File: config.mk
export PLATFORM = sky130hd
export DESIGN_NAME = ps2_host_tx_flat
export DESIGN_NICKNAME = d
export VERILOG_FILES = /design/src/rtl/ps2_pkg.sv /design/src/rtl/ps2_host_tx_if.sv /design/src/rtl/ps2_sync_edge.sv /design/src/rtl/ps2_host_tx.sv /design/src/flat_wrapper.sv
export SDC_FILE = /design/constraint.sdc
export NUM_CORES = 1
export LEC_CHECK = 0
export BUFFER_PORTS_ARGS = -buffer_cell sky130_fd_sc_hd__buf_4
export CAP_MARGIN = 20
export CORE_ASPECT_RATIO = 0.6
export CORE_MARGIN = 3
export CORE_UTILIZATION = 45
export CTS_BUF_LIST = sky130_fd_sc_hd__clkbuf_2 sky130_fd_sc_hd__clkbuf_4 sky130_fd_sc_hd__clkbuf_8
export CTS_CLUSTER_DIAMETER = 200
export DETAILED_ROUTE_END_ITERATION = 12
export PLACE_DENSITY_LB_ADDON = 0.25
export SYNTH_ARGS = -nofsm -noshare
export SYNTH_HDL_FRONTEND = slang
export SYNTH_SLANG_ARGS = --single-unit
File: constraint.sdc
create_clock -name wb_clk_i -period 1.7 [get_ports wb_clk_i]
set_input_delay 0.34 -clock wb_clk_i [delete_from_list [all_inputs] [get_ports wb_clk_i]]
set_output_delay 0.34 -clock wb_clk_i [all_outputs]
set_load 0.01 [all_outputs]
File: src/rtl/ps2_pkg.sv
// rtl/ps2_pkg.sv - shared state encoding, frame edge constants and parity helper for the PS/2 host transmitter
package ps2_pkg;

  typedef enum logic [2:0] {
    ST_IDLE,
    ST_INHIBIT,
    ST_RTS,
    ST_SHIFT,
    ST_ACK,
    ST_RELEASE
  } ps2_state_t;

  localparam logic [3:0] EDGE_STOP = 4'd10;
  localparam logic [3:0] EDGE_ACK  = 4'd11;

  function automatic logic odd_parity(input logic [7:0] d);
    return ~^d;
  endfunction

endpackage

File: src/rtl/ps2_host_tx_if.sv
// rtl/ps2_host_tx_if.sv - single-cycle Wishbone-style command port of the PS/2 host transmitter
interface ps2_host_tx_if;
  logic [7:0] wb_dat_i;
  logic       wb_we_i;
  logic       wb_stb_i;
  logic       wb_cyc_i;
  logic       wb_ack_o;

  modport master (output wb_dat_i, output wb_we_i, output wb_stb_i, output wb_cyc_i, input wb_ack_o);
  modport slave  (input wb_dat_i, input wb_we_i, input wb_stb_i, input wb_cyc_i, output wb_ack_o);
endinterface

File: src/rtl/ps2_sync_edge.sv
// rtl/ps2_sync_edge.sv - two-flop pad synchroniser with falling-edge detect
// Flops reset high so an idle (pulled-up) line never produces a spurious edge.
module ps2_sync_edge (
  input  logic i_clk,
  input  logic i_rst_n,
  input  logic i_pad,
  output logic o_level,
  output logic o_fall
);

  logic r_meta;
  logic r_sync;
  logic r_last;

  always_ff @(posedge i_clk or negedge i_rst_n) begin
    if (!i_rst_n) begin
      r_meta <= 1'b1;
      r_sync <= 1'b1;
      r_last <= 1'b1;
    end else begin
      r_meta <= i_pad;
      r_sync <= r_meta;
      r_last <= r_sync;
    end
  end

  assign o_level = r_sync;
  assign o_fall  = r_last & ~r_sync;

endmodule

File: src/rtl/ps2_host_tx.sv
// rtl/ps2_host_tx.sv - PS/2 host-to-device command transmitter (inhibit, request-to-send, 11-bit frame, ack)
// Optional per-edge watchdog enabled by defining PS2_TX_TIMEOUT_EN.
module ps2_host_tx
  import ps2_pkg::*;
#(
  parameter int INHIBIT_CYCLES = 1250,
  parameter int INHIBIT_BITS   = 11,
  parameter int TIMEOUT_CYCLES = 187500,
  parameter int TIMEOUT_BITS   = 18
) (
  input  logic         wb_clk_i,
  input  logic         wb_rst_i,
  ps2_host_tx_if.slave wb,
  output logic         busy_o,
  output logic         done_o,
  output logic         err_o,
  input  logic         ps2_clk_i,
  input  logic         ps2_data_i,
  output logic         ps2_clk_oe_o,
  output logic         ps2_data_oe_o
);

  ps2_state_t              r_state;
  ps2_state_t              w_state_nxt;
  logic                    r_ack;
  logic [INHIBIT_BITS-1:0] r_inh;
  logic [3:0]              r_edges;
  logic [8:0]              r_shift;
  logic                    r_acked;
  logic                    r_err;

  logic w_req, w_write, w_accept, w_busy_wr;
  logic w_clk_lvl, w_clk_fall, w_data_lvl, w_data_fall_unused;
  logic w_inh_last, w_waiting, w_tmo_hit;
  logic w_clk_oe, w_data_oe, w_done;

  ps2_sync_edge u_sync_clk (
    .i_clk   (wb_clk_i),
    .i_rst_n (wb_rst_i),
    .i_pad   (ps2_clk_i),
    .o_level (w_clk_lvl),
    .o_fall  (w_clk_fall)
  );

  ps2_sync_edge u_sync_data (
    .i_clk   (wb_clk_i),
    .i_rst_n (wb_rst_i),
    .i_pad   (ps2_data_i),
    .o_level (w_data_lvl),
    .o_fall  (w_data_fall_unused)
  );

  // Masking with r_ack keeps a held strobe from being acknowledged twice in a row.
  assign w_req      = wb.wb_stb_i & wb.wb_cyc_i & ~r_ack;
  assign w_write    = w_req & wb.wb_we_i;
  assign w_accept   = w_write & (r_state == ST_IDLE);
  assign w_busy_wr  = w_write & (r_state != ST_IDLE);
  assign w_inh_last = (r_state == ST_INHIBIT) && (r_inh == INHIBIT_BITS'(INHIBIT_CYCLES - 1));
  assign w_waiting  = (r_state == ST_RTS) || (r_state == ST_SHIFT) || (r_state == ST_ACK);

`ifdef PS2_TX_TIMEOUT_EN
  logic [TIMEOUT_BITS-1:0] r_tmo;

  always_ff @(posedge wb_clk_i or negedge wb_rst_i) begin
    if (!wb_rst_i) begin
      r_tmo <= '0;
    end else if (w_inh_last || w_clk_fall) begin
      r_tmo <= '0;
    end else if (w_waiting) begin
      r_tmo <= r_tmo + 1'b1;
    end
  end

  assign w_tmo_hit = w_waiting & ~w_clk_fall & (r_tmo == TIMEOUT_BITS'(TIMEOUT_CYCLES - 1));
`else
  localparam int unused_tmo_cfg = TIMEOUT_CYCLES + TIMEOUT_BITS;
  assign w_tmo_hit = 1'b0;
`endif

  always_ff @(posedge wb_clk_i or negedge wb_rst_i) begin
    if (!wb_rst_i) begin
      r_state <= ST_IDLE;
    end else begin
      r_state <= w_state_nxt;
    end
  end

  always_comb begin
    w_state_nxt = r_state;
    w_clk_oe    = 1'b0;
    w_data_oe   = 1'b0;
    w_done      = 1'b0;
    case (r_state)
      ST_IDLE: begin
        if (w_accept) w_state_nxt = ST_INHIBIT;
      end
      ST_INHIBIT: begin
        w_clk_oe = 1'b1;
        // Start bit goes down while the clock is still held, one cycle ahead of release.
        if (w_inh_last) begin
          w_data_oe   = 1'b1;
          w_state_nxt = ST_RTS;
        end
      end
      ST_RTS: begin
        w_data_oe = 1'b1;
        if (w_clk_fall) w_state_nxt = ST_SHIFT;
      end
      ST_SHIFT: begin
        w_data_oe = ~r_shift[0];
        if (w_clk_fall && (r_edges == (EDGE_STOP - 4'd1))) w_state_nxt = ST_ACK;
      end
      ST_ACK: begin
        if (w_clk_fall) w_state_nxt = ST_RELEASE;
      end
      ST_RELEASE: begin
        if (w_clk_lvl && w_data_lvl) begin
          w_state_nxt = ST_IDLE;
          w_done      = r_acked;
        end
      end
      default: w_state_nxt = ST_IDLE;
    endcase
    if (w_tmo_hit) begin
      w_state_nxt = ST_RELEASE;
      w_clk_oe    = 1'b0;
      w_data_oe   = 1'b0;
    end
  end

  // r_shift holds {parity, data}; each falling edge in SHIFT exposes the next bit at [0].
  always_ff @(posedge wb_clk_i or negedge wb_rst_i) begin
    if (!wb_rst_i) begin
      r_ack   <= 1'b0;
      r_inh   <= '0;
      r_edges <= 4'd0;
      r_shift <= 9'd0;
      r_acked <= 1'b0;
      r_err   <= 1'b0;
    end else begin
      r_ack <= w_req;
      if (w_accept) begin
        r_inh   <= '0;
        r_edges <= 4'd0;
        r_shift <= {odd_parity(wb.wb_dat_i), wb.wb_dat_i};
        r_acked <= 1'b0;
        r_err   <= 1'b0;
      end else begin
        if (r_state == ST_INHIBIT) r_inh <= r_inh + 1'b1;
        if (w_waiting && w_clk_fall && (r_edges != EDGE_ACK)) r_edges <= r_edges + 4'd1;
        if ((r_state == ST_SHIFT) && w_clk_fall) r_shift <= {1'b0, r_shift[8:1]};
        if ((r_state == ST_ACK) && w_clk_fall) begin
          if (!w_data_lvl) r_acked <= 1'b1;
          else             r_err   <= 1'b1;
        end
        if (w_busy_wr || w_tmo_hit) r_err <= 1'b1;
      end
    end
  end

  assign wb.wb_ack_o   = r_ack;
  assign busy_o        = (r_state != ST_IDLE);
  assign done_o        = w_done;
  assign err_o         = r_err;
  assign ps2_clk_oe_o  = w_clk_oe;
  assign ps2_data_oe_o = w_data_oe;

endmodule

File: src/flat_wrapper.sv
// flat-port wrapper written by rule: the top's interface ports become plain ports
module ps2_host_tx_flat import ps2_pkg::*;
#(
  parameter int INHIBIT_CYCLES = 1250,
  parameter int INHIBIT_BITS   = 11,
  parameter int TIMEOUT_CYCLES = 187500,
  parameter int TIMEOUT_BITS   = 18
)
  (wb_clk_i, wb_rst_i, busy_o, done_o, err_o, ps2_clk_i, ps2_data_i, ps2_clk_oe_o, ps2_data_oe_o, wb_wb_dat_i, wb_wb_we_i, wb_wb_stb_i, wb_wb_cyc_i, wb_wb_ack_o);
  ps2_host_tx_if wb_i ();
  input  logic wb_clk_i;
  input  logic wb_rst_i;
  output logic busy_o;
  output logic done_o;
  output logic err_o;
  input  logic ps2_clk_i;
  input  logic ps2_data_i;
  output logic ps2_clk_oe_o;
  output logic ps2_data_oe_o;
  input wire logic [$bits(wb_i.wb_dat_i)-1:0] wb_wb_dat_i;
  input wire logic [$bits(wb_i.wb_we_i)-1:0] wb_wb_we_i;
  input wire logic [$bits(wb_i.wb_stb_i)-1:0] wb_wb_stb_i;
  input wire logic [$bits(wb_i.wb_cyc_i)-1:0] wb_wb_cyc_i;
  output wire logic [$bits(wb_i.wb_ack_o)-1:0] wb_wb_ack_o;
  assign wb_i.wb_dat_i = wb_wb_dat_i;
  assign wb_i.wb_we_i = wb_wb_we_i;
  assign wb_i.wb_stb_i = wb_wb_stb_i;
  assign wb_i.wb_cyc_i = wb_wb_cyc_i;
  assign wb_wb_ack_o = wb_i.wb_ack_o;
  ps2_host_tx #(.INHIBIT_CYCLES(INHIBIT_CYCLES), .INHIBIT_BITS(INHIBIT_BITS), .TIMEOUT_CYCLES(TIMEOUT_CYCLES), .TIMEOUT_BITS(TIMEOUT_BITS)) u_core (.wb_clk_i(wb_clk_i), .wb_rst_i(wb_rst_i), .wb(wb_i), .busy_o(busy_o), .done_o(done_o), .err_o(err_o), .ps2_clk_i(ps2_clk_i), .ps2_data_i(ps2_data_i), .ps2_clk_oe_o(ps2_clk_oe_o), .ps2_data_oe_o(ps2_data_oe_o));
endmodule
Word-level counts from Yosys, hierarchy flattened
Cells that the tools add are included.

word-level totals
  flip-flop bits (word level) = 35
  latch bits = 0
  bits in writable memories = 0
  memory bits (read-only) = 0
  bits of input ports = 15
  output and inout port bits = 6
  logic and storage cells = 84
  memories kept = 0

operators by class
  add/subtract/negate cells = 2
  $mul = 0
  div/mod/pow operators = 0
  $lt $le $gt $ge = 0
  eq/ne operators = 15
  shifts and indexed selects = 0
  mux-type cells = 25
  bitwise logic cells = 9
  reduce and logical (&&, ||, !) cells = 21

operators with widths
  operator                                                count
  2-to-1 mux 11 bit                                       2
  2-to-1 mux 3 bit                                        6
  2-to-1 mux 9 bit                                        2
  one-hot mux 3 bit (6 select lines)                      1
  inequality test 2 x 1 -> 1 bit (second input constant)  6
  adder 11 x 1 -> 11 bit (second input constant)          1
  equality test 11 bit (second input constant)            1
  2-to-1 mux 1 bit                                        11
  nonzero test 3 bit                                      3
  2-to-1 mux 4 bit                                        2
  nonzero test 2 bit                                      4
  XNOR reduction 8 bit                                    1
  logical AND 1 bit                                       7
  bitwise AND 1 bit                                       6
  equality test 3 x 2 -> 1 bit (second input constant)    2
  equality test 3 bit (second input constant)             2
  AND reduction 6 bit                                     1
  adder 4 x 1 -> 4 bit (second input constant)            1
  equality test 4 bit (second input constant)             1
  inequality test 4 bit (second input constant)           1
  AND reduction 2 bit                                     2
  equality test 3 x 1 -> 1 bit (second input constant)    1
  zero test 3 bit                                         1
  inverter 1 bit                                          3
  other kinds (3)                                         4

Logic depth before layout (Yosys ltp)
Gate-level depths: netlist of the first run.

  word-level depth = 7
  mapped depth = 6
  depth with buffers taken out = 6

Modules after synthesis
From an unflattened synthesis of the first run, not the netlist that was laid out.

second synthesis, totals
  cells, all modules = 181
  area total of the unflattened synthesis = 1864.3 um^2

by module, submodules not included
  module         times used  cells each  area an instance (um^2)  seq. area each (um^2)
  ps2_host_tx    1           173         1679.1                   750.7
  ps2_sync_edge  2           4           92.6                     78.8

Least setup slack after synthesis of the first run
OpenSTA, ideal clock, no wires.

  kind = reg-to-output
  start = register u_core.r_inh[4]
  end = output port ps2_data_oe_o
  arrival = 1.609 ns
  slack = -0.249 ns
  stages on the path, launching flop included = 5
  buffers on the path = 0
  cell sequence = dfrtp_1 or4b_2 nor4_1 nand3b_1 a21oi_1

between the ends
  word-level cells in the longest chain between the ends = 4

RTL lines
  item                                line                RTL
  start: declaration                  ps2_host_tx.sv:26   logic [INHIBIT_BITS-1:0] r_inh;
  start signal: assignment            ps2_host_tx.sv:149  if (r_state == ST_INHIBIT) r_inh <= r_inh + 1'b1;
  equality test 11 bit                ps2_host_tx.sv:58   assign w_inh_last = (r_state == ST_INHIBIT) && (r_inh == INHIBIT_BITS'(INHIBIT_CYCLES - 1));
  logical AND 1 bit                   ps2_host_tx.sv:58
  2-to-1 mux 1 bit                    ps2_host_tx.sv:100  if (w_inh_last) begin
  one-hot mux 1 bit (3 select lines)  ps2_host_tx.sv:93   case (r_state)
  end: declaration                    flat_wrapper.sv:19  output logic ps2_data_oe_o;

No other way between the ends.

Worst setup path after layout of the first run
  start = register u_core.r_inh[2]
  end = output port ps2_data_oe_o

Same word-level chain as after synthesis.

==> impl_results.html, run 1 <==
<table>
<tr><th>Metric</th><th>Value</th></tr>
<tr><th colspan="2">Run status</th></tr>
<tr><td>Failing checks</td><td>negative hold slack, negative setup slack</td></tr>
<tr><td>Result of the run</td><td>finished, violations left</td></tr>
<tr><th colspan="2">Timing</th></tr>
<tr><td>Period minus WS final</td><td>around 2.3 ns</td></tr>
<tr><td>Worst-margin pin slew</td><td>0.447 ns</td></tr>
<tr><td>Final setup viols</td><td>7</td></tr>
<tr><td>Setup TNS after final layout</td><td>-1.06 ns</td></tr>
<tr><td>Maximum achievable frequency</td><td>about 0.43 GHz</td></tr>
<tr><td>Min setup slack post-route</td><td>-0.600 ns</td></tr>
<tr><td>Number of slew-limit violations in the final report</td><td>0</td></tr>
<tr><td>RSZ-0062 raised after global routing</td><td>true</td></tr>
<tr><td>Headroom to the max-slew limit</td><td>70.2%</td></tr>
<tr><td>Post-route clock period utilization</td><td>135%</td></tr>
<tr><td>Total count of hold-check failures in the final report</td><td>13</td></tr>
<tr><td>Hold slack final</td><td>-0.00304 ns</td></tr>
<tr><td>Post-Route Skew</td><td>0.00660 ns</td></tr>
<tr><th colspan="2">Floorplanning</th></tr>
<tr><td>Core region area</td><td>3500 um2</td></tr>
<tr><td>I/O pin cnt</td><td>21</td></tr>
<tr><td>Starting Density</td><td>approximately half</td></tr>
<tr><td>Floorplan die area</td><td>4730 um2</td></tr>
<tr><td>Die X</td><td>just under 90 um</td></tr>
<tr><td>Std cell rows</td><td>16</td></tr>
<tr><td>Chip height</td><td>around 54 um</td></tr>
<tr><th colspan="2">Flow run</th></tr>
<tr><td># Max-Cap Violations</td><td>0</td></tr>
<tr><th colspan="2">Critical path</th></tr>
<tr><td>Crit path arrival time</td><td>just under 2 ns</td></tr>
<tr><td>Worst setup EP type</td><td>output pin</td></tr>
<tr><td>Crit start category</td><td>flip-flop</td></tr>
<tr><td>Crit-path max FO</td><td>2</td></tr>
<tr><td>R2r setup slk</td><td>-0.06 ns</td></tr>
<tr><td>Data required time of the worst path</td><td>~1.4 ns</td></tr>
<tr><td>Cell count of the worst reg-to-reg path</td><td>4</td></tr>
<tr><td>Kind of critical path</td><td>flip-flop to output pin</td></tr>
<tr><th colspan="2">Drt</th></tr>
<tr><td>Number of nets with antenna violations after routing</td><td>0</td></tr>
<tr><td>Pre-Repair DR Iteration Count</td><td>4</td></tr>
<tr><td>Iteration-0 DRC count of the detailed router</td><td>80</td></tr>
<tr><td>Overall routed net length</td><td>4.54 mm</td></tr>
<tr><td>DRC Markers</td><td>0</td></tr>
<tr><td>Number of vias after detailed routing</td><td>1501</td></tr>
<tr><td>Wire length per cell</td><td>about 17 um</td></tr>
<tr><td>Per-cell via count in the routed design</td><td>5.52</td></tr>
<tr><th colspan="2">Global routing</th></tr>
<tr><td>Pin count of the biggest net entering global routing</td><td>36</td></tr>
<tr><td>Vias in the first global route</td><td>1565</td></tr>
<tr><td>Grt met3 use</td><td>under 10%</td></tr>
<tr><td>Global Route Usage Sum</td><td>a little over a fifth</td></tr>
<tr><td>Congestion Overflow GR</td><td>0</td></tr>
<tr><td>Initial antenna violation count</td><td>0</td></tr>
<tr><td>Gr busiest metal</td><td>met2</td></tr>
<tr><td>Grt met2 use</td><td>36.4%</td></tr>
<tr><td>Met1 demand-to-capacity share in global routing</td><td>around a quarter</td></tr>
<tr><td>First-pass GRT wire length</td><td>~7.4 mm</td></tr>
<tr><th colspan="2">Pwr</th></tr>
<tr><td>Worst IR drop on VDD</td><td>0.434 mV</td></tr>
<tr><td>Sequential group share of total power</td><td>54.1%</td></tr>
<tr><td>Static power due to leakage</td><td>about 1.0 nW</td></tr>
<tr><td>Clk pwr share</td><td>roughly two fifths</td></tr>
<tr><td>Comb pwr share</td><td>under 10%</td></tr>
<tr><td>Psw</td><td>about 360 uW</td></tr>
<tr><td>Internal</td><td>1.21 mW</td></tr>
<tr><td>Net Sw Frac</td><td>a little under a quarter</td></tr>
<tr><td>Pwr/cell area</td><td>between 600 and 700 nW/um2</td></tr>
<tr><th colspan="2">Place</th></tr>
<tr><td>Dpl cell area</td><td>around 2100 um2</td></tr>
<tr><td>Placement-stage worst setup slack</td><td>-0.271 ns</td></tr>
<tr><td>Placed wire-length estimate after detailed placement</td><td>around 3.0 mm</td></tr>
<tr><td>GPL Wtd Cong</td><td>0.865</td></tr>
<tr><td>Total of buffers placed on input and output ports</td><td>20</td></tr>
<tr><th colspan="2">Clock network</th></tr>
<tr><td>Maximum buffer depth of the clock tree</td><td>2</td></tr>
<tr><td>Clock Sinks</td><td>35</td></tr>
<tr><td>Clock tree from TritonCTS</td><td>done</td></tr>
<tr><td>Number of buffers added by the clock tree synthesis step</td><td>5</td></tr>
<tr><td>Root Buffer Master</td><td>sky130_fd_sc_hd__clkbuf_8</td></tr>
<tr><td>Reg clk slew, reported paths</td><td>roughly 0.070 ns</td></tr>
<tr><td>Worst skew pair latency</td><td>~0.29 ns</td></tr>
<tr><td>H-tree level count</td><td>2</td></tr>
<tr><th colspan="2">Min path</th></tr>
<tr><td>Hold Crit Class</td><td>input port to asynchronous set/reset pin</td></tr>
<tr><th colspan="2">Final layout</th></tr>
<tr><td>Most frequent standard cell in the layout excluding fill and tap cells</td><td>sky130_fd_sc_hd__buf_4</td></tr>
<tr><td>Design area</td><td>between 2000 and 2500 um2</td></tr>
<tr><td>Fraction of layout instances using a drive strength above 1</td><td>33.0%</td></tr>
<tr><td>Commonest cells after routing, fill and taps aside</td><td>44 x sky130_fd_sc_hd__buf_4, 30 x sky130_fd_sc_hd__dfrtp_1, 20 x sky130_fd_sc_hd__nand2_1</td></tr>
<tr><td>Final #Nets</td><td>245</td></tr>
<tr><td>Synth-to-Final Area Change</td><td>31.0%</td></tr>
<tr><td>Number of antenna repair diodes</td><td>0</td></tr>
<tr><th colspan="2">Synth</th></tr>
<tr><td>Sequential area share after synthesis</td><td>~50%</td></tr>
<tr><td>Top FF cell, synth</td><td>sky130_fd_sc_hd__dfrtp_1</td></tr>
<tr><td>Async SR Flop Fraction</td><td>between 90% and 100%</td></tr>
<tr><td>Count of mapped cells out of synthesis</td><td>180</td></tr>
<tr><td>Post-synthesis instance area</td><td>1760 um2</td></tr>
<tr><td>Average footprint of a synthesized cell</td><td>about 9.8 um2</td></tr>
<tr><td>Syn. warnings</td><td>0</td></tr>
<tr><td>Register bit count reported by yosys</td><td>35</td></tr>
<tr><td>Syn nets</td><td>199</td></tr>
<tr><td>Post-synth cell types</td><td>37</td></tr>
<tr><td>Number of enable flip-flop cells after synthesis</td><td>0</td></tr>
</table>
-- through the flow --
| stage | power, mW | utilization, % | std cells |
|---|---|---|---|
| 5_1_grt | 1.64 | 65.9 | 272 |
| 3_5_place_dp | 0.955 | 60.4 | 259 |
| 4_1_cts | 1.58 | 66.1 | 279 |
| 2_1_floorplan | 0.899 | - | 180 |
| 6_report | 1.57 | 65.9 | 272 |
| 3_3_place_gp | 0.950 | 60.4 | 259 |
-- routing by layer --
| metal | vias to the layer above | routed length [um] |
|---|---|---|
| met2 | 53 | 2110 |
| met3 | 17 | 264 |
| met4 | 0 | 142 |
| met1 | 713 | 2020 |
| li1 | 718 | - |
| met5 | - | 0 |
-- registers in the layout, indices dropped and copies added (netlist names), 3 cells and up --
signal and flops:
u_core.r_inh 11, u_core.r_edges 4, u_core.r_state 3, u_core.r_shift 9
-- repair_timing --
item,CTS,global route
setup buffers,12,0
resized for setup,4,10
setup endpoints to repair,8,19
hold buffers,0,0
pin swaps,8,2
-- critical path: stages, from the launching register on --
cell,delay [ns]
sky130_fd_sc_hd__dfrtp_1,0.39
sky130_fd_sc_hd__or4b_4,0.56
sky130_fd_sc_hd__nor4_4,0.22
sky130_fd_sc_hd__nand3b_1,0.21
sky130_fd_sc_hd__a21oi_2,0.17
sky130_fd_sc_hd__buf_4,0.13
-- worst paths after layout --
kind | end | from
min in group wb_clk_i | u_core.u_sync_data.r_meta | ps2_data_i
max in group asynchronous | u_core.u_sync_clk.r_last | wb_rst_i
worst min-delay path | u_core.r_shift[1] | wb_rst_i
worst max register to register | u_core.r_edges[3] | u_core.r_state[0]
worst max-delay path | ps2_data_oe_o | u_core.r_inh[2]
worst min register to register | u_core.u_sync_clk.o_level | u_core.u_sync_clk.r_meta
-- cell usage after synthesis, types with 2 or more instances --
library cell	n	area [um2]
sky130_fd_sc_hd__dfrtp_1	30	751
sky130_fd_sc_hd__nand2_1	20	75.1
sky130_fd_sc_hd__nor2_1	16	60.1
sky130_fd_sc_hd__xnor2_1	13	114
sky130_fd_sc_hd__o21ai_0	12	60.1
sky130_fd_sc_hd__a21oi_1	8	40.0
sky130_fd_sc_hd__clkbuf_1	7	26.3
sky130_fd_sc_hd__nand3_1	7	35.0
sky130_fd_sc_hd__inv_1	6	22.5
sky130_fd_sc_hd__mux2i_1	6	60.1
sky130_fd_sc_hd__dfstp_2	5	131
sky130_fd_sc_hd__nor4_1	5	31.3
sky130_fd_sc_hd__ha_1	4	50.1
sky130_fd_sc_hd__nand2b_1	4	25.0
sky130_fd_sc_hd__nor3_1	4	20.0
sky130_fd_sc_hd__or3_1	4	25.0
sky130_fd_sc_hd__nand4_1	3	18.8
sky130_fd_sc_hd__xor2_1	3	26.3
sky130_fd_sc_hd__a211oi_1	2	15.0
sky130_fd_sc_hd__and4b_1	2	20.0
sky130_fd_sc_hd__nor2b_1	2	12.5
sky130_fd_sc_hd__o211ai_1	2	15.0
-- final cells by class --
class | instances | area (um2)
flip-flops and latches | 35 | 882
clock buffers | 7 | 83.8
clock inverters | 1 | 5.00
repair buffers | 47 | 364
fillers | 277 | 1200
well taps | 45 | 56.3
multi-input cells | 131 | 893
inverters | 6 | 22.5
-- kinds of logic after synthesis --
family / count (synthesis) / synth area share, %
mux: 7 / 4.05
flops: 35 / 50.1
fa+ha+maj: 4 / 2.84
xor+xnor: 16 / 7.95
compound gates: 28 / 9.09
simple gates: 76 / 22.9
buf+inv: 14 / 3.05
-- power by group through the flow --
stage	Combinational [mW]	Clock, mW	Sequential (mW)
6_report	0.0931	0.626	0.849
5_1_grt	0.105	0.683	0.849
3_3_place_gp	0.0850	0	0.865
3_5_place_dp	0.0890	0	0.866
4_1_cts	0.0954	0.633	0.849
2_1_floorplan	0.0336	0	0.865
(Power assumes the default switching activity.)
==> run 2: changes to the inputs <==
ABC_AREA = 1   (was not set)
CORE_UTILIZATION = 50   (was 45)
PLACE_DENSITY = 0.74   (was not set)
PLACE_DENSITY_LB_ADDON = not set   (was 0.25)
==> impl_results.html, run 2 <==
<table>
<tr><th>Metric</th><th>Value</th></tr>
<tr><th colspan="2">Pwr</th></tr>
<tr><td>Comb pwr share</td><td>38.0%</td></tr>
<tr><td>Psw</td><td>about 1.4 mW</td></tr>
<tr><td>Clk pwr share</td><td>between 20% and 30%</td></tr>
<tr><td>Net Sw Frac</td><td>between 30% and 40%</td></tr>
<tr><td>Pwr/cell area</td><td>~1500 nW/um2</td></tr>
<tr><td>Static power due to leakage</td><td>1.20 nW</td></tr>
<tr><td>Internal</td><td>2.27 mW</td></tr>
<tr><td>Worst IR drop on VDD</td><td>~0.84 mV</td></tr>
<tr><td>Sequential group share of total power</td><td>between 30% and 40%</td></tr>
<tr><th colspan="2">Min path</th></tr>
<tr><td>Start point of the worst hold path</td><td>ps2_data_i</td></tr>
<tr><td>Worst hold stages</td><td>1</td></tr>
<tr><td>Endpoint of the worst hold path</td><td>u_core.u_sync_data.r_meta</td></tr>
<tr><td>Hold Crit Class</td><td>input port to flip-flop</td></tr>
<tr><th colspan="2">Timing</th></tr>
<tr><td>Headroom to the max-slew limit</td><td>a little over two thirds</td></tr>
<tr><td>Maximum achievable frequency</td><td>approximately 0.56 GHz</td></tr>
<tr><td>Final setup viols</td><td>1</td></tr>
<tr><td>Period minus WS final</td><td>1.79 ns</td></tr>
<tr><td>Total count of hold-check failures in the final report</td><td>0</td></tr>
<tr><td>Setup TNS after final layout</td><td>-0.0862 ns</td></tr>
<tr><td>RSZ-0062 raised after global routing</td><td>true</td></tr>
<tr><td>Min setup slack post-route</td><td>-0.0862 ns</td></tr>
<tr><td>Worst-margin pin slew</td><td>0.447 ns</td></tr>
<tr><td>Post-Route Skew</td><td>0.00546 ns</td></tr>
<tr><td>Number of slew-limit violations in the final report</td><td>0</td></tr>
<tr><td>Hold slack final</td><td>0.148 ns</td></tr>
<tr><td>Post-route clock period utilization</td><td>105%</td></tr>
<tr><th colspan="2">Global routing</th></tr>
<tr><td>First-pass GRT wire length</td><td>between 7 and 8 mm</td></tr>
<tr><td>Vias in the first global route</td><td>~1600</td></tr>
<tr><td>Pin count of the biggest net entering global routing</td><td>36</td></tr>
<tr><td>Congestion Overflow GR</td><td>0</td></tr>
<tr><td>Global Route Usage Sum</td><td>between 15 and 20%</td></tr>
<tr><td>Initial antenna violation count</td><td>0</td></tr>
<tr><th colspan="2">Synth</th></tr>
<tr><td>Top FF cell, synth</td><td>sky130_fd_sc_hd__dfrtp_1</td></tr>
<tr><td>Synth top cells by count</td><td>71 x sky130_fd_sc_hd__nand2_1, 30 x sky130_fd_sc_hd__dfrtp_1, 26 x sky130_fd_sc_hd__nor2_1, 25 x sky130_fd_sc_hd__inv_1, 19 x sky130_fd_sc_hd__nand3_1</td></tr>
<tr><td>Sequential area share after synthesis</td><td>43.6%</td></tr>
<tr><td>Average footprint of a synthesized cell</td><td>roughly 8 um2</td></tr>
<tr><td>Most numerous cell in the Yosys netlist</td><td>sky130_fd_sc_hd__nand2_1</td></tr>
<tr><td>Top cells by area, synth</td><td>sky130_fd_sc_hd__dfrtp_1 37%, sky130_fd_sc_hd__nand2_1 13%, sky130_fd_sc_hd__dfstp_2 6.5%</td></tr>
<tr><td>Post-synthesis instance area</td><td>2020 um2</td></tr>
<tr><td>Count of mapped cells out of synthesis</td><td>around 250</td></tr>
<tr><td>Register bit count reported by yosys</td><td>35</td></tr>
<tr><td>Post-synth cell types</td><td>34</td></tr>
<tr><td>Largest area contributor in the synthesized netlist</td><td>sky130_fd_sc_hd__dfrtp_1</td></tr>
<tr><td>Area share of the leading cell type in the synthesized netlist</td><td>between 30% and 40%</td></tr>
<tr><td>Number of enable flip-flop cells after synthesis</td><td>0</td></tr>
<tr><td>Async SR Flop Fraction</td><td>100%</td></tr>
<tr><td>Syn. warnings</td><td>0</td></tr>
<tr><td>Syn nets</td><td>265</td></tr>
<tr><th colspan="2">Run status</th></tr>
<tr><td>Failing checks</td><td>negative setup slack</td></tr>
<tr><td>Result of the run</td><td>finished, violations left</td></tr>
<tr><th colspan="2">Floorplanning</th></tr>
<tr><td>Starting Density</td><td>53.7%</td></tr>
<tr><td>Chip height</td><td>55.3 um</td></tr>
<tr><td>I/O pin cnt</td><td>21</td></tr>
<tr><td>Die X</td><td>between 80 and 90 um</td></tr>
<tr><td>Std cell rows</td><td>17</td></tr>
<tr><td>Core region area</td><td>around 3800 um2</td></tr>
<tr><td>Floorplan die area</td><td>a little under 5000 um2</td></tr>
<tr><th colspan="2">Clock network</th></tr>
<tr><td>Worst skew pair latency</td><td>approximately 0.29 ns</td></tr>
<tr><td>Maximum buffer depth of the clock tree</td><td>2</td></tr>
<tr><td>Number of buffers added by the clock tree synthesis step</td><td>5</td></tr>
<tr><td>Clock tree from TritonCTS</td><td>done</td></tr>
<tr><td>Clock Sinks</td><td>35</td></tr>
<tr><td>H-tree level count</td><td>2</td></tr>
<tr><td>Reg clk slew, reported paths</td><td>0.08 ns</td></tr>
<tr><td>Root Buffer Master</td><td>sky130_fd_sc_hd__clkbuf_8</td></tr>
<tr><th colspan="2">Drt</th></tr>
<tr><td>Per-cell via count in the routed design</td><td>about 5.2</td></tr>
<tr><td>Pre-Repair DR Iteration Count</td><td>5</td></tr>
<tr><td>DRC Markers</td><td>0</td></tr>
<tr><td>Number of vias after detailed routing</td><td>1711</td></tr>
<tr><td>Number of nets with antenna violations after routing</td><td>0</td></tr>
<tr><td>Overall routed net length</td><td>~4.2 mm</td></tr>
<tr><td>Iteration-0 DRC count of the detailed router</td><td>88</td></tr>
<tr><td>Wire length per cell</td><td>around 13 um</td></tr>
<tr><th colspan="2">Flow run</th></tr>
<tr><td># Max-Cap Violations</td><td>0</td></tr>
<tr><th colspan="2">Final layout</th></tr>
<tr><td>Number of antenna repair diodes</td><td>0</td></tr>
<tr><td>Seq. cell area</td><td>885 um2</td></tr>
<tr><td>Filler cells</td><td>approximately 320</td></tr>
<tr><td>Most frequent standard cell in the layout excluding fill and tap cells</td><td>sky130_fd_sc_hd__nand2_1</td></tr>
<tr><td>Synth-to-Final Area Change</td><td>19.3%</td></tr>
<tr><td>Commonest cells after routing, fill and taps aside</td><td>71 x sky130_fd_sc_hd__nand2_1, 28 x sky130_fd_sc_hd__dfrtp_1, 27 x sky130_fd_sc_hd__buf_4</td></tr>
<tr><td>Biggest register</td><td>u_core.r_inh</td></tr>
<tr><td>Final #Nets</td><td>between 200 and 300</td></tr>
<tr><td>Footprint of the multi-input gates</td><td>1000 um2</td></tr>
<tr><td>Number of flip-flops under the largest register name</td><td>11</td></tr>
<tr><td>Biggest regs</td><td>u_core.r_inh (11), u_core.r_shift (9), u_core.r_edges (4)</td></tr>
<tr><td>Fraction of layout instances using a drive strength above 1</td><td>between 20% and 30%</td></tr>
<tr><th colspan="2">Critical path</th></tr>
<tr><td>FF-to-FF End</td><td>u_core.r_inh[8]</td></tr>
<tr><td>Crit-path max FO</td><td>2</td></tr>
<tr><td>Cell count of the worst reg-to-reg path</td><td>9</td></tr>
<tr><td>Kind of critical path</td><td>flip-flop to output pin</td></tr>
<tr><td>Crit path arrival time</td><td>between 1 and 1.5 ns</td></tr>
<tr><td>Data required time of the worst path</td><td>1.36 ns</td></tr>
<tr><td>R2r setup slk</td><td>0.18 ns</td></tr>
<tr><td>Worst setup EP type</td><td>output pin</td></tr>
<tr><td>Critical R2R Launch</td><td>u_core.r_inh[1]</td></tr>
<tr><td>Crit start category</td><td>flip-flop</td></tr>
<tr><th colspan="2">Place</th></tr>
<tr><td>Total of buffers placed on input and output ports</td><td>20</td></tr>
<tr><td>Placed wire-length estimate after detailed placement</td><td>3.08 mm</td></tr>
<tr><td>GPL Wtd Cong</td><td>a little under 0.9</td></tr>
</table>
run 2: worst max-delay path, cell delays in order (launching register included):
cell                       delay, ns
sky130_fd_sc_hd__dfrtp_1        0.39
sky130_fd_sc_hd__inv_1          0.06
sky130_fd_sc_hd__ha_1           0.13
sky130_fd_sc_hd__nor3b_2        0.15
sky130_fd_sc_hd__nand3_1        0.12
sky130_fd_sc_hd__o221ai_2       0.15
sky130_fd_sc_hd__buf_4          0.15
run 2: cells by family after synthesis:
family	synth area share (%)
buffers and inverters	7.43
AOI/OAI and AO/OA	6.62
xor gates and xnor gates	4.76
adders and majority gates	2.48
and+or+nand+nor	35.1
DFF	43.6
run 2: final cells by class:
type / count / share of cell area (%)
Clock inverter: 3 / 2.80
Inverter: 31 / 4.93
Sequential cell: 35 / 36.7
Multi-Input combinational cell: 178 / 41.5
Tap cell: 47 / 2.44
Timing Repair Buffer: 28 / 8.82
Clock buffer: 5 / 2.85
run 2: power groups by stage:
stage,combinational (mW),clock (mW),sequential (mW)
6_report,1.39,0.911,1.35
3_3_place_gp,1.24,0,1.36
4_1_cts,1.37,0.929,1.35
3_5_place_dp,1.29,0,1.37
2_1_floorplan,0.941,0,1.32
5_1_grt,1.59,0.955,1.39
run 2: through the flow:
| stage | area, um2 | util, % | power, mW | std cells | setup slack, ns |
|---|---|---|---|---|---|
| global placement | 2220 | 59.0 | 2.61 | 314 | 0.140 |
| CTS | 2400 | 63.8 | 3.65 | 326 | -0.101 |
| global route | 2410 | 64.1 | 3.94 | 327 | -0.176 |
| floorplan | 2020 | - | 2.26 | 246 | 0.282 |
| detailed placement | 2220 | 59.0 | 2.66 | 314 | 0.0726 |
| finish | 2410 | 64.1 | 3.65 | 327 | -0.0862 |
run 2: layer usage:
metal  wire length (um)  GRT usage [%]  vias to the layer above
li1                   -              -                      852
met2               1780           26.2                       47
met3                228           5.22                        9
met5                  0              0                        -
met1               2160           30.2                      803
met4                 70           6.90                        0
run 2: worst max-delay path by stage:
stage	start	to	slack, ns
final	u_core.r_inh[1]	ps2_data_oe_o	-0.09
after global routing	u_core.r_inh[1]	ps2_data_oe_o	-0.18
after CTS	u_core.r_inh[1]	ps2_data_oe_o	-0.10
after detailed placement	u_core.r_inh[1]	ps2_data_oe_o	0.07
after global placement	u_core.r_inh[1]	ps2_data_oe_o	0.14
after floorplan	u_core.r_inh[1]	ps2_data_oe_o	0.28
run 2: timing repair:
action / 4_1_cts / 5_1_grt
setup endpoints to repair: 2 / 3
gates resized for setup: 3 / 1
hold buffers: 1 / 0
pin swaps: 0 / 1
setup buffers: 3 / 1
hold endpoints to repair: 11 / 0
==> run 3: changes to the inputs <==
SETUP_SLACK_MARGIN = 0.4   (was not set)
==> impl_results.html, run 3 (synthesis results as in run 2) <==
<table>
<tr><th>Metric</th><th>Value</th></tr>
<tr><th colspan="2">Global routing</th></tr>
<tr><td>First-pass GRT wire length</td><td>approximately 9 mm</td></tr>
<tr><td>Pin count of the biggest net entering global routing</td><td>36</td></tr>
<tr><td>Vias in the first global route</td><td>roughly 1800</td></tr>
<tr><td>Global Route Usage Sum</td><td>roughly a quarter</td></tr>
<tr><td>Congestion Overflow GR</td><td>0</td></tr>
<tr><td>Initial antenna violation count</td><td>0</td></tr>
<tr><th colspan="2">Timing</th></tr>
<tr><td>Hold slack final</td><td>-0.0333 ns</td></tr>
<tr><td>Number of slew-limit violations in the final report</td><td>0</td></tr>
<tr><td>Headroom to the max-slew limit</td><td>between 60% and 70%</td></tr>
<tr><td>Maximum achievable frequency</td><td>0.532 GHz</td></tr>
<tr><td>Final setup viols</td><td>1</td></tr>
<tr><td>RSZ-0062 raised after global routing</td><td>true</td></tr>
<tr><td>Worst-margin pin slew</td><td>about 0.46 ns</td></tr>
<tr><td>Total count of hold-check failures in the final report</td><td>26</td></tr>
<tr><td>Min setup slack post-route</td><td>-0.180 ns</td></tr>
<tr><td>Post-route clock period utilization</td><td>111%</td></tr>
<tr><td>Period minus WS final</td><td>about 1.9 ns</td></tr>
<tr><td>Post-Route Skew</td><td>~0.010 ns</td></tr>
<tr><th colspan="2">Pwr</th></tr>
<tr><td>Worst IR drop on VDD</td><td>1.19 mV</td></tr>
<tr><td>Final Power</td><td>4.39 mW</td></tr>
<tr><td>Static power due to leakage</td><td>about 1.4 nW</td></tr>
<tr><td>Pwr/cell area</td><td>roughly 1500 nW/um2</td></tr>
<tr><th colspan="2">Floorplanning</th></tr>
<tr><td>Die X</td><td>a little under 90 um</td></tr>
<tr><td>Starting Density</td><td>between 50% and 60%</td></tr>
<tr><td>Core region area</td><td>between 3000 and 4000 um2</td></tr>
<tr><td>Floorplan die area</td><td>4870 um2</td></tr>
<tr><td>Chip height</td><td>about 55 um</td></tr>
<tr><td>I/O pin cnt</td><td>21</td></tr>
<tr><td>Std cell rows</td><td>17</td></tr>
<tr><th colspan="2">Clock network</th></tr>
<tr><td>Clock tree from TritonCTS</td><td>done</td></tr>
<tr><td>Maximum buffer depth of the clock tree</td><td>2</td></tr>
<tr><td>Root Buffer Master</td><td>sky130_fd_sc_hd__clkbuf_8</td></tr>
<tr><td>Number of buffers added by the clock tree synthesis step</td><td>5</td></tr>
<tr><td>Worst skew pair latency</td><td>about 0.31 ns</td></tr>
<tr><td>H-tree level count</td><td>2</td></tr>
<tr><td>Reg clk slew, reported paths</td><td>~0.08 ns</td></tr>
<tr><td>Clock Sinks</td><td>35</td></tr>
<tr><td>Number of buffers inserted by hold repair at cts</td><td>0</td></tr>
<tr><th colspan="2">Place</th></tr>
<tr><td>GPL Wtd Cong</td><td>0.819</td></tr>
<tr><td>Total of buffers placed on input and output ports</td><td>20</td></tr>
<tr><td>Placement-stage worst setup slack</td><td>0.165 ns</td></tr>
<tr><td>Placed wire-length estimate after detailed placement</td><td>around 3.0 mm</td></tr>
<tr><th colspan="2">Critical path</th></tr>
<tr><td>Cell count of the worst reg-to-reg path</td><td>10</td></tr>
<tr><td>Critical R2R Launch</td><td>u_core.r_state[1]</td></tr>
<tr><td>Crit start category</td><td>flip-flop</td></tr>
<tr><td>FF-to-FF End</td><td>u_core.r_shift[8]</td></tr>
<tr><td>Kind of critical path</td><td>flip-flop to output pin</td></tr>
<tr><td>Crit-path max FO</td><td>2</td></tr>
<tr><td>Data required time of the worst path</td><td>approximately 1.4 ns</td></tr>
<tr><td>Worst setup EP type</td><td>output pin</td></tr>
<tr><td>R2r setup slk</td><td>0.06 ns</td></tr>
<tr><td>Crit path arrival time</td><td>about 1.5 ns</td></tr>
<tr><th colspan="2">Final layout</th></tr>
<tr><td>Fraction of layout instances using a drive strength above 1</td><td>a little under half</td></tr>
<tr><td>Synth-to-Final Area Change</td><td>44.2%</td></tr>
<tr><td>Seq. cell area</td><td>between 800 and 900 um2</td></tr>
<tr><td>Biggest register</td><td>u_core.r_inh</td></tr>
<tr><td>Number of antenna repair diodes</td><td>0</td></tr>
<tr><td>Final #Nets</td><td>roughly 330</td></tr>
<tr><td>Number of flip-flops under the largest register name</td><td>11</td></tr>
<tr><td>Filler cells</td><td>212</td></tr>
<tr><td>Footprint of the multi-input gates</td><td>between 1000 and 1500 um2</td></tr>
<tr><td>Biggest regs</td><td>u_core.r_inh (11), u_core.r_shift (9), u_core.r_edges (4)</td></tr>
<tr><td>Commonest cells after routing, fill and taps aside</td><td>58 x sky130_fd_sc_hd__nand2_1, 41 x sky130_fd_sc_hd__buf_4, 27 x sky130_fd_sc_hd__dfrtp_1</td></tr>
<tr><td>Most frequent standard cell in the layout excluding fill and tap cells</td><td>sky130_fd_sc_hd__nand2_1</td></tr>
<tr><td>Final cell utilization of the core</td><td>77.4%</td></tr>
<tr><th colspan="2">Drt</th></tr>
<tr><td>Number of vias after detailed routing</td><td>2036</td></tr>
<tr><td>Pre-Repair DR Iteration Count</td><td>5</td></tr>
<tr><td>Wire length per cell</td><td>roughly 18 um</td></tr>
<tr><td>Per-cell via count in the routed design</td><td>between 5 and 6</td></tr>
<tr><td>Number of nets with antenna violations after routing</td><td>0</td></tr>
<tr><td>DRC Markers</td><td>0</td></tr>
<tr><td>Overall routed net length</td><td>around 6.5 mm</td></tr>
<tr><td>Iteration-0 DRC count of the detailed router</td><td>233</td></tr>
<tr><th colspan="2">Run status</th></tr>
<tr><td>Failing checks</td><td>negative hold slack, negative setup slack</td></tr>
<tr><td>Result of the run</td><td>finished, violations left</td></tr>
<tr><th colspan="2">Min path</th></tr>
<tr><td>Hold Crit Class</td><td>input port to asynchronous set/reset pin</td></tr>
<tr><th colspan="2">Flow run</th></tr>
<tr><td># Max-Cap Violations</td><td>0</td></tr>
</table>
run 3: changes by cell type in the layout (fill, tap and decap cells not counted), moves of 4 or more:
cell and change:
sky130_fd_sc_hd__nor2_4 +8, sky130_fd_sc_hd__buf_4 +14, sky130_fd_sc_hd__nand3_1 -5, sky130_fd_sc_hd__buf_6 +11, sky130_fd_sc_hd__nor2_1 -8, sky130_fd_sc_hd__nand3_4 +4
sky130_fd_sc_hd__nand2_1 -13, sky130_fd_sc_hd__nand2_2 +11
run 3: power by group:
part	total, mW	internal (mW)	switching (mW)
Clock	0.675	0.343	0.331
Sequential	1.40	1.12	0.284
Combinational	2.31	1.04	1.28
Total	4.39	2.50	1.89
run 3: area by class of cell:
cell class	count	area share [%]
tap	47	2.02
clock buffer	7	3.09
timing repair buffer	55	16.9
inverter	31	4.68
timing repair inverter	1	0.386
multi-input combinational	179	42.4
clock inverter	1	0.172
sequential	35	30.4
run 3: critical path: stages (launching register included):
cell                       delay, ns
sky130_fd_sc_hd__dfrtp_1        0.43
sky130_fd_sc_hd__inv_2          0.09
sky130_fd_sc_hd__ha_4           0.11
sky130_fd_sc_hd__nor3b_4        0.17
sky130_fd_sc_hd__nand3_2        0.12
sky130_fd_sc_hd__o221ai_2       0.16
sky130_fd_sc_hd__buf_4          0.15
run 3: layer usage:
layer  GRT usage (%)  part of all wire (%)  wire, um  vias to the layer above
met5               0                     0         0                        -
met2            35.5                    47      3040                      101
met4            7.54                   3.4       221                        0
met3            6.41                   7.1       462                       29
met1            34.4                    43      2780                      988
li1                -                     -         -                      918
run 3: worst max path at each step:
stage                    startpoint       endpoint  slack, ns  cells past startpoint
floorplan           u_core.r_inh[1]  ps2_data_oe_o       0.34                      5
global route        u_core.r_inh[1]  ps2_data_oe_o      -0.22                      6
detailed placement  u_core.r_inh[1]  ps2_data_oe_o       0.16                      6
finish              u_core.r_inh[1]  ps2_data_oe_o      -0.18                      6
global placement    u_core.r_inh[1]  ps2_data_oe_o       0.21                      6
CTS                 u_core.r_inh[1]  ps2_data_oe_o      -0.07                      6
run 3: stage by stage:
stage	instance area, um2	hold slack (ns)	instances	TNS, ns
CTS	2740	0.0113	348	-0.0705
finish	2920	-0.0333	356	-0.180
detailed placement	2220	0.325	312	0
global placement	2220	0.325	312	0
global route	2920	0.00145	356	-0.224
floorplan	2040	0.0444	246	0
run 3: repair_timing:
action	4_1_cts	5_1_grt
setup buffers	25	8
setup endpoints to repair	30	33
resized for setup	51	27
gates cloned	3	0
hold endpoints to repair	0	0
pin swaps	21	16
